[config.mk]
export PLATFORM = sky130hd
export DESIGN_NAME = store_buffer
export DESIGN_NICKNAME = d
export VERILOG_FILES = /design/src/rtl/store_buffer.sv
export SDC_FILE = /design/constraint.sdc
export NUM_CORES = 1
export LEC_CHECK = 0
export ABC_AREA = 0
export ABC_CLOCK_PERIOD_IN_PS = 9400
export BUFFER_PORTS_ARGS = -buffer_cell sky130_fd_sc_hd__buf_2
export CAP_MARGIN = 5
export CORE_UTILIZATION = 31
export CTS_CLUSTER_SIZE = 25
export DETAILED_ROUTE_END_ITERATION = 16
export PLACE_DENSITY_LB_ADDON = 0.1
export SLEW_MARGIN = 0
export SYNTH_ARGS = -nofsm -noshare
export SYNTH_HDL_FRONTEND = slang
export SYNTH_SLANG_ARGS = --single-unit
[constraint.sdc]
create_clock -name clk -period 9.4 [get_ports clk]
set_input_delay 0.94 -clock clk [delete_from_list [all_inputs] [get_ports clk]]
set_output_delay 0.94 -clock clk [all_outputs]
set_load 0.03 [all_outputs]
[src/rtl/store_buffer.sv]
// store_buffer: formats sb/sh/sw stores into lane-aligned data and byte strobes,
// queues them in a DEPTH-entry FIFO, drains them over a valid/ready write port,
// and flags loads that hit a pending store word.
module store_buffer #(
  parameter int DEPTH = 4
) (
  input  logic                     clk,
  input  logic                     reset,
  input  logic                     StoreM,
  input  logic                     LoadM,
  input  logic [2:0]               StoreTypeM,
  input  logic [31:0]              AddrM,
  input  logic [31:0]              WriteDataM,
  output logic                     StallM,
  output logic                     MisalignM,
  output logic                     Empty,
  output logic [$clog2(DEPTH):0]   Count,
  output logic                     mem_valid,
  output logic [31:0]              mem_addr,
  output logic [31:0]              mem_wdata,
  output logic [3:0]               mem_wstrb,
  input  logic                     mem_ready
);

  localparam int AW = $clog2(DEPTH);
  localparam int CW = AW + 1;

  logic [29:0]    addr_q  [DEPTH];
  logic [31:0]    wdata_q [DEPTH];
  logic [3:0]     wstrb_q [DEPTH];
  logic [DEPTH-1:0] valid_q, valid_d;
  logic [AW-1:0]  head_q, head_d, tail_q, tail_d;
  logic [CW-1:0]  count_q, count_d;

  logic [31:0]    fmt_wdata;
  logic [3:0]     fmt_wstrb;
  logic           bad_store;
  logic           full, enq, deq, load_hit;

  // Lane replication, byte strobes and alignment/funct3 legality.
  always_comb begin
    fmt_wdata = WriteDataM;
    fmt_wstrb = 4'b0000;
    bad_store = 1'b0;
    case (StoreTypeM)
      3'b000: begin
        fmt_wdata = {4{WriteDataM[7:0]}};
        fmt_wstrb = 4'b0001 << AddrM[1:0];
      end
      3'b001: begin
        fmt_wdata = {2{WriteDataM[15:0]}};
        fmt_wstrb = AddrM[1] ? 4'b1100 : 4'b0011;
        bad_store = AddrM[0];
      end
      3'b010: begin
        fmt_wdata = WriteDataM;
        fmt_wstrb = 4'b1111;
        bad_store = |AddrM[1:0];
      end
      default: bad_store = 1'b1;
    endcase
  end

  // Load hazard: any valid entry in the same word, including the one draining now.
  always_comb begin
    load_hit = 1'b0;
    for (int i = 0; i < DEPTH; i++) begin
      if (valid_q[i] && (addr_q[i] == AddrM[31:2])) load_hit = 1'b1;
    end
  end

  assign full      = (count_q == CW'(DEPTH));
  assign Empty     = (count_q == '0);
  assign Count     = count_q;
  assign MisalignM = StoreM & bad_store;
  assign enq       = StoreM & ~bad_store & ~full;
  assign deq       = mem_valid & mem_ready;
  assign StallM    = (StoreM & ~bad_store & full) | (LoadM & ~StoreM & load_hit);

  assign mem_valid = ~Empty;
  assign mem_addr  = Empty ? 32'h0 : {addr_q[head_q], 2'b00};
  assign mem_wdata = Empty ? 32'h0 : wdata_q[head_q];
  assign mem_wstrb = Empty ? 4'h0  : wstrb_q[head_q];

  // Next-state for pointers, occupancy and per-entry valid bits.
  always_comb begin
    head_d  = head_q;
    tail_d  = tail_q;
    count_d = count_q;
    valid_d = valid_q;
    if (deq) begin
      head_d          = head_q + AW'(1);
      valid_d[head_q] = 1'b0;
    end
    if (enq) begin
      tail_d          = tail_q + AW'(1);
      valid_d[tail_q] = 1'b1;
    end
    case ({enq, deq})
      2'b10:   count_d = count_q + CW'(1);
      2'b01:   count_d = count_q - CW'(1);
      default: count_d = count_q;
    endcase
  end

  // Control state; reset discards everything pending, including an in-flight handshake.
  always_ff @(posedge clk) begin
    if (reset) begin
      head_q  <= '0;
      tail_q  <= '0;
      count_q <= '0;
      valid_q <= '0;
    end else begin
      head_q  <= head_d;
      tail_q  <= tail_d;
      count_q <= count_d;
      valid_q <= valid_d;
    end
  end

  // Entry payload; only meaningful while its valid bit is set, so no reset needed.
  always_ff @(posedge clk) begin
    if (enq) begin
      addr_q[tail_q]  <= AddrM[31:2];
      wdata_q[tail_q] <= fmt_wdata;
      wstrb_q[tail_q] <= fmt_wstrb;
    end
  end

endmodule

==> flow_summary_export.csv <==
group,metric,value,unit
drt,drc,0,
critical_path,worstPathCellList,"buf_4 > mux4_2 > and2_1 > buf_2",
power,switching_share,32.20,%
die,coreArea,39910,µm²
sta,setup_viol,0,
clock_tree,cts_tree,"done",
global_routing,grt_pass1_vias,7247,
synth,synth_edf_count,264,
critical_path,worstSetupPathType,"reg2out",
critical_path,worst_r2r_path_depth,8,
placement,dp_hpwl,21.39,mm
drt,drt-vias-per-instance,4.711,
global_routing,grt_max_degree,70,
run,max_cap_violations,0,
clock_tree,cts_root_buffer,"clkbuf_16",
die,die_area,41390,µm²
sta,hold_violations,0,
die,start_util,31.52,%
sta,fin_crit,4.074,ns
clock_tree,numCtsBuffers,35,
clock_tree,clk_pin_slew,0.06,ns
die,io_pins,147,
sta,slew_headroom,22.84,%
cells_and_area,nets,962,
die,die_y,203.4,µm
cells_and_area,design_area,14790,µm²
sta,drv_slew,0,
synth,synth_seq_cells,277,
synth,netlist_area,12580,µm²
synth,syn-instance-count,736,
power,seq_power_share,39.6,%
clock_tree,cts_buffer_depth,3,
cells_and_area,syn2layout_area_growth,17.59,%
drt,vias,6746,
critical_path,r2r-start,"Count[0]",
clock_tree,cts_setup_buffers,0,
global_routing,overflow,0,
global_routing,met3_usage,3.979,%
power,power_frac_comb,26.3,%
synth,synthArstFlopShare,0,%
synth,ys_warn_count,0,
critical_path,max_stage_delay,0.83,ns
drt,routed_wl,33.21,mm
drt,dr.pass1.iters,4,
sta,max_freq,245.5,MHz
sta,fin_skew,0.02220,ns
global_routing,grt_pass1_wl,49.09,mm
synth,yosys.cell_types.count,37,
sta,worst_pin_slew,1.156,ns
clock_tree,cts.sinks,277,
drt,wl_per_cell,23.19,µm
power,p_clk_share,34.1,%
clock_tree,cts_max_level,2,
sta,rsz0062_at_grt,"false",
synth,synth_commonest_cells,"264 x edfxtp_1, 73 x xnor2_1, 71 x and2_1",
cells_and_area,drive_gt1_share,32.41,%
critical_path,cp_max_fo,34,
global_routing,antenna_found_initial,4,
clock_tree,holdBufCountCts,0,
global_routing,grt-busiest-layer,"met2",
critical_path,reg2reg_slack,6.58,ns
clock_tree,cts-resized-gates,0,
critical_path,cpMaxStageDelayCell,"dfxtp_4",
power,total_power,3.633,mW
placement,io_buffers,144,
power,p_int,2.463,mW
die,row_count,73,
drt,ant_nets,0,
synth,synth_area_leader_cell,"edfxtp_1",
global_routing,gr-usage-met2,27.44,%
global_routing,use_met1,21.23,%
critical_path,cp.required,8.46,ns
synth,synth_top_flop_cell,"edfxtp_1",
critical_path,crit_path_end_kind,"output pin",
sta,fin_tns_setup,0,ns
outcome,outcome,"finished, final reports clean",
placement,dpl-instance-area,13730,µm²
synth,yosys.area.top_type_share,63.02,%
power,power_leakage,4.974,nW
synth,ys_seq_area_share,65.09,%
die,die_w,203.4,µm
placement,place_congestion,0.7551,
power,power_density,245.6,nW/µm²
drt,first_iter_violations,380,
global_routing,grt_usage,16.39,%
clock_tree,clk_latency,0.52,ns
power,ir_drop,0.1401,mV
sta,min_period_over_period,43.34,%
synth,avgSynthCellArea,17.09,µm²
cells_and_area,fill_cells,3824,
critical_path,worstPathArrival,3.13,ns
critical_path,start_kind,"flip-flop",
critical_path,endpoint,"mem_addr[19]",
min_path,min_path_type,"reg2reg",
critical_path,rr_endpoint,"Count[2]",
synth,yosysMostFrequentCell,"edfxtp_1",
synth,yosys-top-cells-area,"edfxtp_1 63%, mux4_2 12%, xnor2_1 5.1%",
cells_and_area,stdcell_count,1432,
power,p_sw,1.170,mW
placement,dp.cells,1368,
==> through the flow <==
step                hold WS [ns]  utilization, %  setup WS [ns]
finish                    0.5108           37.06          5.326
global route              0.5818           37.05          5.061
CTS                       0.5125           37.04          5.154
detailed placement        0.4968           34.41          5.488
global placement          0.4953           34.41          5.483
floorplan                 0.4647               -          5.692
==> power groups by stage <==
| stage | combinational [mW] | sequential, mW | clock [mW] |
|---|---|---|---|
| 2_1_floorplan | 0.721 | 1.43 | 0 |
| 3_3_place_gp | 0.984 | 1.47 | 0 |
| 3_5_place_dp | 0.983 | 1.47 | 0 |
| 4_1_cts | 0.987 | 1.44 | 1.28 |
| 5_1_grt | 1.04 | 1.45 | 1.33 |
| 6_report | 0.955 | 1.44 | 1.24 |
==> flip-flops by register name, summed over array words and instances, names as in the netlist, named ones only <==
signal,count
wstrb_q,16
tail_q,2
addr_q,120
wdata_q,128
Count,3
head_q,2
valid_q,4
==> cells in the final DEF, fill, tap and decap left out, types with 2 or more instances in the layout <==
| cell type | count |
|---|---|
| clkbuf_16 | 36 |
| nand2_1 | 6 |
| and2_1 | 67 |
| buf_4 | 6 |
| buf_2 | 144 |
| clkinv_1 | 4 |
| ha_1 | 9 |
| xnor2_1 | 73 |
| edfxtp_1 | 264 |
| inv_1 | 12 |
| dfxtp_1 | 11 |
| conb_1 | 2 |
| diode_2 | 3 |
| dfxtp_4 | 2 |
| a21oi_1 | 15 |
| xor2_1 | 46 |
| clkbuf_1 | 12 |
| nor2_1 | 24 |
| mux2_2 | 16 |
| clkinv_2 | 4 |
| o21ai_0 | 3 |
| a22oi_1 | 5 |
| clkinvlp_4 | 2 |
| xnor2_2 | 4 |
| and2_4 | 4 |
| nand4_1 | 24 |
| nor4_1 | 16 |
| mux2i_1 | 9 |
| mux4_2 | 66 |
| nor2_2 | 2 |
==> logic make-up after synthesis <==
family / share of synthesized area (%)
flops: 65.09
simple gates: 6.863
xor+xnor: 9.021
mux: 13.96
buf+inv: 2.715
compound gates: 1.263
fa+ha+maj: 1.054
other cells: 0.02981
==> worst min path at each step <==
| stage | from | end | depth (start not counted) |
|---|---|---|---|
| 2_1_floorplan | valid_q[0] | valid_q[0] | 2 |
| 3_3_place_gp | valid_q[2] | valid_q[2] | 2 |
| 3_5_place_dp | valid_q[2] | valid_q[2] | 2 |
| 4_1_cts | valid_q[2] | valid_q[2] | 2 |
| 5_1_grt | valid_q[2] | valid_q[2] | 2 |
| 6_report | valid_q[2] | valid_q[2] | 2 |
==> layout make-up <==
cell class / instances / area (µm²) / area share [%]
diodes: 3 / 7.507 / 0.05075
flip-flops and latches: 277 / 8195 / 55.41
clock inverters: 13 / 105.1 / 0.7105
multi-input cells: 403 / 4066 / 27.49
clock buffers: 48 / 945.9 / 6.395
well taps: 525 / 656.9 / 4.441
inverters: 13 / 48.80 / 0.3299
repair buffers: 150 / 765.7 / 5.177
==> per-layer routing <==
layer	share of wire, %	vias up
li1	-	3100
met3	5.8	45
met4	1.8	4
met5	0.078	-
met2	49	163
met1	43	3434
==> critical path, delay by kind of cell (launching register included) <==
family        cells  cell delay (ns)
buf+inv           2             0.93
flops             1             0.83
mux               1             0.64
simple gates      1             0.18
Note: power is estimated with default switching activity, not from simulation.
